<file path="src/rtl/down_counter_timer.sv">
// Loadable down-counting timer: load a start value, start, decrement on each tick,
// pulse done on expiry, then stop or (optionally) reload and keep running.
module down_counter_timer #(
    parameter int WIDTH       = 4,
    parameter bit AUTO_RELOAD = 1'b0
) (
    input  logic             clk,
    input  logic             reset,
    input  logic             load,
    input  logic [WIDTH-1:0] load_val,
    input  logic             start,
    input  logic             tick,
    output logic [WIDTH-1:0] Q,
    output logic             running,
    output logic             done
);

    typedef enum logic {
        IDLE = 1'b0,
        RUN  = 1'b1
    } state_t;

    localparam logic [WIDTH-1:0] ONE  = WIDTH'(1);
    localparam logic [WIDTH-1:0] ZERO = '0;

    state_t           state_reg, state_next;
    logic [WIDTH-1:0] q_reg, q_next;
    logic [WIDTH-1:0] reload_reg, reload_next;
    logic             done_reg, done_next;
    logic [WIDTH-1:0] start_val;

    always_ff @(posedge clk or posedge reset) begin
        if (reset) begin
            state_reg  <= IDLE;
            q_reg      <= ZERO;
            reload_reg <= ZERO;
            done_reg   <= 1'b0;
        end else begin
            state_reg  <= state_next;
            q_reg      <= q_next;
            reload_reg <= reload_next;
            done_reg   <= done_next;
        end
    end

    // A start in the same cycle as a load is judged against the value being loaded.
    assign start_val = load ? load_val : q_reg;

    always_comb begin
        state_next  = state_reg;
        q_next      = q_reg;
        reload_next = reload_reg;
        done_next   = 1'b0;
        case (state_reg)
            IDLE: begin
                if (load) begin
                    q_next      = load_val;
                    reload_next = load_val;
                end
                if (start) begin
                    if (start_val != ZERO) begin
                        state_next = RUN;
                    end else begin
                        done_next = 1'b1;
                    end
                end
            end
            RUN: begin
                if (load) begin
                    // Abort: reload silently and return to IDLE without a done pulse.
                    q_next      = load_val;
                    reload_next = load_val;
                    state_next  = IDLE;
                end else if (tick) begin
                    if (q_reg > ONE) begin
                        q_next = q_reg - ONE;
                    end else begin
                        done_next = 1'b1;
                        if (AUTO_RELOAD && (reload_reg != ZERO)) begin
                            q_next = reload_reg;
                        end else begin
                            q_next     = ZERO;
                            state_next = IDLE;
                        end
                    end
                end
            end
            default: begin
                state_next = IDLE;
            end
        endcase
    end

    assign Q       = q_reg;
    assign running = (state_reg == RUN);
    assign done    = done_reg;

endmodule

</file>
<file path="config.mk">
export PLATFORM = sky130hd
export DESIGN_NAME = down_counter_timer
export DESIGN_NICKNAME = d
export VERILOG_FILES = /design/src/rtl/down_counter_timer.sv
export SDC_FILE = /design/constraint.sdc
export NUM_CORES = 1
export LEC_CHECK = 0
export BUFFER_PORTS_ARGS = -buffer_cell sky130_fd_sc_hd__buf_2
export CORE_AREA = 3 3 40 42
export CTS_CLUSTER_DIAMETER = 200
export CTS_CLUSTER_SIZE = 24
export DETAILED_ROUTE_END_ITERATION = 8
export DIE_AREA = 0 0 43 45
export HOLD_SLACK_MARGIN = 0.06
export PLACE_DENSITY_LB_ADDON = 0.2
export SYNTH_ARGS = -nofsm -noshare
export SYNTH_HDL_FRONTEND = slang
export SYNTH_SLANG_ARGS = --single-unit
</file>
<file path="constraint.sdc">
create_clock -name clk -period 1.8 [get_ports clk]
set_input_delay 0.09 -clock clk [delete_from_list [all_inputs] [get_ports clk]]
set_output_delay 0.09 -clock clk [all_outputs]
set_load 0.01 [all_outputs]
</file>
After elaboration in Yosys (flattened, before gate mapping)
Index checks and enable logic that the tools add are counted.
- flip-flop bits (word level): 6
- logic and storage cells: 25
- add/subtract/negate cells: 1
- magnitude comparators: 1
- equal/unequal tests: 1
- mux-type cells: 17
- bitwise logic cells: 1
- reduce and logical (&&, ||, !) cells: 1
- operators with widths (operator ; count):
    $mux 4 ; 4
    $mux 1 ; 10
    $pmux 4 s2 ; 1
    $gt 4x1->1 const B ; 1
    $pmux 1 s2 ; 2
    $reduce_bool 4->1 ; 1
    $sub 4x1->4 const B ; 1
    $ne 3x3->1 const B ; 1
    $not 1->1 ; 1

Logic depth before layout (Yosys ltp)
Gate-level depths: netlist of the first run.
- depth after elaboration: 5
- gate-level depth with buffers: 6

Worst setup path before layout of the first run
No wires, ideal clock.
- path kind: reg2reg
- start point: reg q_reg[0], in the netlist Q[0]
- end point: reg q_reg[3], in the netlist Q[3]
- setup time: 0.123 ns
- arrival time: 1.282 ns
- data required time: 1.677 ns
- setup slack: 0.394 ns
- stages on the path, launching flop included: 7
- buffers on the path: 0
- clock period less this slack: 1.406 ns
- path through: dfrtp_1 -> inv_1 -> ha_1 -> nor2_1 -> or3_1 -> a31oi_1 -> a21oi_1
- word-level cells in the longest chain between the ends: 5
- elaborated cells on any way between the ends: 6
- ends and longest elaborated chain (element ; line ; source):
    from (decl) ; 27 ; logic [WIDTH-1:0] q_reg, q_next;
    from (signal assigned) ; 40 ; q_reg <= q_next;
    $sub 4x1->4 / $gt 4x1->1 (equally long branches) ; 76, 75 ;
    $mux 4 * ; 75 ; if (q_reg > ONE) begin
    $mux 4 * ; 74 ; end else if (tick) begin
    $mux 4 * ; 69 ; if (load) begin
    $pmux 4 s2 * ; 54 ; case (state_reg)
Mark *: on every way between the ends. The rest lies on a longest branch, timed or not. The select of a mux whose other input is x is not followed.
A chain may end at the register's enable or synchronous reset.

Worst setup path after layout of the first run
Ends and elaborated chain as after synthesis.

==> results of run 1 <==
worst min-delay path, delay by kind of cell:
| kind | cells | cell delay (ns) |
|---|---|---|
| AO/OA/AOI/OAI | 1 | 0.06 |
| buffers and inverters | 1 | 0.09 |
| AND/OR/NAND/NOR | 1 | 0.04 |
final cells by class:
type                            count  area [um^2]  area share
Timing Repair Buffer               15         80.1       0.151
Multi-Input combinational cell     37          236       0.446
Tap cell                           15         18.8      0.0354
Clock buffer                        3         22.5      0.0425
Inverter                            6         22.5      0.0425
Sequential cell                     6          150       0.283
cell families after synthesis:
| kind of cell | after synthesis |
|---|---|
| AOI/OAI and AO/OA | 15 |
| buffers and inverters | 7 |
| DFF | 6 |
| and+or+nand+nor | 20 |
| adders and majority gates | 2 |
repair_timing:
item	4_1_cts	5_1_grt
endpoints found under the hold margin	6	0
endpoints found under the setup margin	0	0
hold buffers	1	0
gates resized for setup	0	0
stage by stage:
| stage | power [W] | std cells | area [um^2] | hold slack, ns |
|---|---|---|---|---|
| 2_1_floorplan | 0.000388 | 50 | 414 | -0.119 |
| 3_3_place_gp | 0.000480 | 78 | 498 | 0.0233 |
| 3_5_place_dp | 0.000477 | 78 | 498 | 0.0276 |
| 4_1_cts | 0.000609 | 82 | 531 | 0.0752 |
| 5_1_grt | 0.000660 | 82 | 531 | 0.0782 |
| 6_report | 0.000603 | 82 | 531 | 0.0670 |
synthesized netlist by cell type:
master                      number  area [um^2]
sky130_fd_sc_hd__buf_2           1         5.00
sky130_fd_sc_hd__o221ai_1        1         8.76
sky130_fd_sc_hd__nand3_1         1         5.00
sky130_fd_sc_hd__dfrtp_1         6          150
sky130_fd_sc_hd__o21ai_0         3         15.0
sky130_fd_sc_hd__nand3b_1        1         7.51
sky130_fd_sc_hd__o311ai_0        1         8.76
sky130_fd_sc_hd__and2b_1         1         7.51
sky130_fd_sc_hd__nor3_1          2         10.0
sky130_fd_sc_hd__a31oi_1         1         6.26
sky130_fd_sc_hd__nor2_1          5         18.8
sky130_fd_sc_hd__o2bb2ai_2       1         15.0
sky130_fd_sc_hd__o21a_1          1         7.51
sky130_fd_sc_hd__inv_1           6         22.5
sky130_fd_sc_hd__a211oi_1        1         7.51
sky130_fd_sc_hd__or4b_4          1         13.8
sky130_fd_sc_hd__nand2b_1        1         6.26
sky130_fd_sc_hd__o31ai_1         2         15.0
sky130_fd_sc_hd__a21oi_1         3         15.0
sky130_fd_sc_hd__ha_1            2         25.0
sky130_fd_sc_hd__or3_1           1         6.26
sky130_fd_sc_hd__o21ai_2         1         8.76
sky130_fd_sc_hd__nand2_1         6         22.5
sky130_fd_sc_hd__and2_1          1         6.26
metal layers:
metal	vias to the layer above	wire length (um)	track usage	share of wire
met2	27	403	0.168	0.41
met5	-	0	0	0
li1	214	-	-	-
met4	0	10	0.0361	0.010
met3	2	111	0.0319	0.11
met1	180	455	0.149	0.46
power by group through the flow:
stage               clock network (W)  logic (W)  registers [W]
global route                 0.000140   0.000274       0.000246
finish                       0.000126   0.000242       0.000234
CTS                          0.000131   0.000245       0.000232
floorplan                           0   0.000145       0.000242
global placement                    0   0.000246       0.000235
detailed placement                  0   0.000242       0.000234
path summary, 6_finish.rpt:
check,from,endpoint,cells past startpoint
max,Q[0],Q[3],6
min,load_val[0],Q[0],3
max reg2reg,Q[0],Q[3],6
min reg2reg,Q[1],Q[1],1
max in group asynchronous,reset,Q[2],3
min in group asynchronous,reset,running,3
==> run_results.csv, run 1 <==
group,metric,value,unit
route,detail_route.drc_violations,0,
clocking,clock_tree.root_cell,"sky130_fd_sc_hd__clkbuf_4",
clocking,numCtsBuffers,3,
final_layout,antennaDiodeCount,0,
global_routing,groute.usage.overall,0.110,
sta,setup-tns-final,0,ns
floorplan,design.die.area,1940,um^2
final_layout,fill_cells,142,
pwr,p_seq_frac,0.388,
global_routing,first_global_vias,375,
global_routing,grt_start_max_net_pins,12,
sta,setup_viol,0,
sta,slew-limit-headroom,0.738,
placed_design,post-place-ws,0.338,ns
sta,finalWorstSetupSlack,0.325,ns
placed_design,gp_congestion,0.821,
route,route.detailed.vias_per_inst,5.16,
critical_path,cp_launch_type,"flip-flop",
pwr,static-leakage-power,0.258,nW
synth,syn-cell-area,414,um^2
synth,ys.warnings.count,0,
final_layout,largest_register_ffs,4,
final_layout,layout-drive-gt1-share,0.299,
placed_design,place.detailed.hpwl,777,um
route,detailedRoute.firstPassIterationCount,4,
pwr,combinationalPowerShare,0.402,
critical_path,critical_path_peak_fanout,5,
clocking,clockBufferDepth,2,
synth,synthAdderAreaFrac,0.0604,
sta,finalCritPeriodShare,0.819,
critical_path,r2r_slack,0.33,ns
sta,final_max_slew_viol_count,0,
synth,post_synth_simple_gate_area,0.251,
critical_path,worst_path_dominant_cell_family,"simple AND/OR/NAND/NOR gates",
synth,post_synth_xor_xnor_area,0,
clocking,post-cts-setup-buffer-count,0,
sta,final_hold_viol_count,0,
critical_path,crit_path_top_delay_cell,"sky130_fd_sc_hd__dfrtp_1",
synth,ys_seq_area_frac,0.363,
global_routing,wire_length_of_the_first_global_routing_pass,1.58,mm
route,dr_total_vias,423,
clocking,htree_levels,1,
synth,synthesis.instances,50,
critical_path,crit_path_cell_trace,"inv_1 > ha_1 > nor2_1 > or3_1 > a31oi_1 > a21oi_1",
route,average_wire_length_per_cell_after_detail_routing,12.0,um
pwr,powerDensity,1140,nW/um^2
pwr,power.switching_fraction,0.407,
pwr,worst_ir_drop_vdd,0.492,mV
floorplan,floorplan.initialDensity,0.322,
floorplan,placement_rows,13,
sta,fmax,678,MHz
synth,synth_compound_area_frac,0.260,
synth,synth.area.mux_share,0,
final_layout,mostFrequentLayoutCells,"sky130_fd_sc_hd__buf_2, sky130_fd_sc_hd__dfrtp_1, sky130_fd_sc_hd__nand2_1, sky130_fd_sc_hd__inv_1, sky130_fd_sc_hd__nor2_1",
floorplan,coreArea,1280,um^2
pwr,p_int,0.000357,W
floorplan,dieWidth,43,um
final_layout,post-route-util,0.413,
sta,fin_worst_skew,0.00708,ns
final_layout,most_common_cell_after_layout_fill_and_taps_aside,"sky130_fd_sc_hd__buf_2",
critical_path,slowest_delay,0.41,ns
job,timing.max_cap.violations,0,
global_routing,grt_antenna_before_repair,0,
synth,synth_cell_type_count,24,
critical_path,path_buf_inv,1,
floorplan,io-pin-count,15,
hold_path,hold_path_class,"in2reg",
pwr,power_switching,0.000246,W
synth,synth_area_per_cell,8.28,um^2
critical_path,timing.critical_path.required,1.92,ns
placed_design,port_buffers,14,
sta,post-route-min-period,1.47,ns
route,wirelength,980,um
clocking,insertion_delay,0.24,ns
critical_path,setup.worst_path.end_class,"flip-flop",
clocking,tritoncts,"done",
synth,synth_top_family_by_area,"compound AO/OA/AOI/OAI gates",
synth,synthesis.nets,61,
final_layout,num-nets-final,80,
final_layout,syn2layout_area_growth,28.1,%
clocking,numClockSinks,6,
critical_path,arrival,1.59,ns
pwr,power.share.clock,0.209,
synth,synth.ff_latch_count,6,
critical_path,critPathKind,"reg2reg",
sta,worst_pin_slew,0.389,ns
clocking,clkTransAtPathRegs,0.05,ns
floorplan,floorplan.die.height,45,um
sta,grt_setup_unrepaired,"false",
route,route.antenna.remaining_nets,0,
outcome,status,"complete, no violations",
global_routing,overflow,0,
route,dr.first_iter.drc_count,14,
No activity file was read; power rests on OpenSTA's default activity.
==> run 2, diff against run 1 <==
==> constraint.sdc (replaced) <==
create_clock -name clk -period 1.2 [get_ports clk]
set_input_delay 0.06 -clock clk [delete_from_list [all_inputs] [get_ports clk]]
set_output_delay 0.06 -clock clk [all_outputs]
set_load 0.01 [all_outputs]
==> run 2 against run 1 <==
Against the previous run: the flow now finishes with violations (setup timing); core utilization is 11 points higher; first-iteration DRC count is 7.1% lower; cell area is 26% higher; power is 93% higher; global-route usage is 2.7 points higher; clock power is 49% higher; sequential cell count stayed put; non-clock buffer count is 12 higher; setup slack worse by 0.53 ns; fmax is 4.9% higher; register-to-register slack worse by 0.53 ns; critical endpoint unchanged; highest routed layer is now met3.
==> run_results.csv, run 2 (synthesis gave the netlist of run 1 again) <==
group,metric,value,unit
sta,setup_viol,6,
final_layout,num-nets-final,92,
floorplan,design.die.area,1940,um^2
clocking,insertion_delay,0.25,ns
pwr,static-leakage-power,0.316,nW
critical_path,crit_path_top_delay_cell,"sky130_fd_sc_hd__dfrtp_2",
outcome,status,"complete, but fails checks",
clocking,clkTransAtPathRegs,0.05,ns
sta,grt_setup_unrepaired,"true",
global_routing,grt_antenna_before_repair,0,
global_routing,overflow,0,
critical_path,timing.critical_path.required,1.31,ns
critical_path,r2r_slack,-0.21,ns
final_layout,layout-drive-gt1-share,0.519,
final_layout,post_route_design_area,671,um^2
global_routing,grt_start_max_net_pins,9,
critical_path,critPathKind,"reg2reg",
final_layout,antennaDiodeCount,0,
sta,final_hold_viol_count,0,
floorplan,floorplan.die.height,45,um
sta,post-route-min-period,1.41,ns
clocking,numCtsBuffers,3,
route,wirelength,1.18,mm
floorplan,placement_rows,13,
pwr,powerDensity,1730,nW/um^2
critical_path,critical_path_cell_count,6,
route,detailedRoute.firstPassIterationCount,4,
critical_path,critical_path_peak_fanout,4,
route,average_wire_length_per_cell_after_detail_routing,12.5,um
route,route.antenna.remaining_nets,0,
clocking,post-cts-setup-buffer-count,0,
clocking,numClockSinks,6,
floorplan,floorplan.initialDensity,0.322,
final_layout,syn2layout_area_growth,61.9,%
final_layout,post-route-util,0.522,
floorplan,coreArea,1280,um^2
critical_path,setup.worst_path.end_class,"flip-flop",
critical_path,cp_launch_type,"flip-flop",
critical_path,r2r_start,"Q[0]",
clocking,tritoncts,"done",
placed_design,placed_area,586,um^2
sta,fmax,711,MHz
critical_path,slowest_delay,0.44,ns
sta,slew-limit-headroom,0.805,
critical_path,critical_path.reg2reg.endpoint,"Q[3]",
critical_path,worst_path_dominant_cell_family,"flip-flops",
floorplan,dieWidth,43,um
sta,worst_pin_slew,0.290,ns
route,detail_route.drc_violations,0,
hold_path,hold_path_class,"in2reg",
pwr,total_power,0.00116,W
critical_path,arrival,1.52,ns
final_layout,largest_register_ffs,4,
critical_path,crit_path_cell_trace,"inv_2 > ha_4 > nor2_2 > or3_4 > a31oi_1 > a21oi_1",
job,timing.max_cap.violations,0,
sta,fin_worst_skew,0.0117,ns
critical_path,timing.critical_path.from,"Q[0]",
route,route.detailed.vias_per_inst,5.12,
route,dr.first_iter.drc_count,13,
critical_path,end_point_of_the_critical_path,"Q[3]",
critical_path,worst-r2r-cell-count,6,
sta,finalWorstSetupSlack,-0.206,ns
global_routing,wire_length_of_the_first_global_routing_pass,1.95,mm
global_routing,first_global_vias,465,
sta,final_max_slew_viol_count,0,
final_layout,most_common_cell_after_layout_fill_and_taps_aside,"sky130_fd_sc_hd__buf_2",
final_layout,fill_cells,122,
sta,finalCritPeriodShare,1.17,
critical_path,path_buf_inv,1,
placed_design,gp_congestion,0.893,
pwr,worst_ir_drop_vdd,0.624,mV
clocking,clock_tree.root_cell,"sky130_fd_sc_hd__clkbuf_4",
floorplan,io-pin-count,15,
placed_design,port_buffers,14,
clocking,clockBufferDepth,2,
global_routing,groute.usage.overall,0.137,
placed_design,place.detailed.hpwl,905,um
route,dr_total_vias,481,
final_layout,mostFrequentLayoutCells,"sky130_fd_sc_hd__buf_2, sky130_fd_sc_hd__buf_4, sky130_fd_sc_hd__nand2_1, sky130_fd_sc_hd__dfrtp_1",
placed_design,post-place-ws,-0.227,ns
clocking,htree_levels,1,
outcome,failing_checks,"setup timing",
sta,hold_ws,0.0728,ns
run 2: cell count changes in the layout (fill, tap and decap cells not counted), sizes merged:
cell	delta
buf	+11
dlygate4sd3	+1
run 2: worst min-delay path, cell delays in order:
cell and delay [ns]:
sky130_fd_sc_hd__buf_2 0.11, sky130_fd_sc_hd__inv_1 0.05, sky130_fd_sc_hd__a21oi_1 0.05
run 2: timing repair:
| action | in CTS | in global routing |
|---|---|---|
| hold buffers | 2 | 0 |
| setup endpoints to repair | 6 | 6 |
| gates resized for setup | 4 | 7 |
| endpoints found under the hold margin | 7 | 0 |
| pin swaps | 1 | 0 |
run 2: worst min path at each step:
stage / startpoint / end / slack [ns] / depth (start not counted)
2_1_floorplan: reset / Q[0] / -0.15 / 1
3_3_place_gp: reset / running / -0.005 / 2
3_5_place_dp: reset / done / -0.004 / 2
4_1_cts: load_val[2] / Q[2] / 0.07 / 3
5_1_grt: load_val[2] / Q[2] / 0.08 / 3
6_report: load_val[2] / Q[2] / 0.07 / 3
run 2: layer usage:
| layer | share of wire | global-route usage | up-vias |
|---|---|---|---|
| met5 | 0 | 0 | - |
| met2 | 0.47 | 0.216 | 15 |
| met4 | 0 | 0.0482 | 0 |
| met3 | 0.064 | 0.0398 | 0 |
| li1 | - | - | 236 |
| met1 | 0.46 | 0.180 | 230 |
run 2: power by group:
part | switching [W] | leakage, nW | internal [W]
registers | 0.0000628 | 0.0720 | 0.000262
clock network | 0.0000742 | 0.0138 | 0.000113
logic | 0.000320 | 0.231 | 0.000329
total | 0.000457 | 0.316 | 0.000705
run 2: final cells by class:
| type | instances | area, um^2 | share of cell area |
|---|---|---|---|
| timing repair buffer | 27 | 173 | 0.257 |
| tap | 15 | 18.8 | 0.0280 |
| clock buffer | 3 | 22.5 | 0.0336 |
| sequential | 6 | 151 | 0.226 |
| multi-input combinational | 37 | 283 | 0.422 |
| inverter | 6 | 22.5 | 0.0336 |
run 2: stage by stage:
stage / TNS, ns / std cells
after floorplan: -0.550 / 50
after global placement: -0.792 / 89
after detailed placement: -0.895 / 89
after CTS: -0.765 / 94
after global routing: -1.21 / 94
final: -0.925 / 94
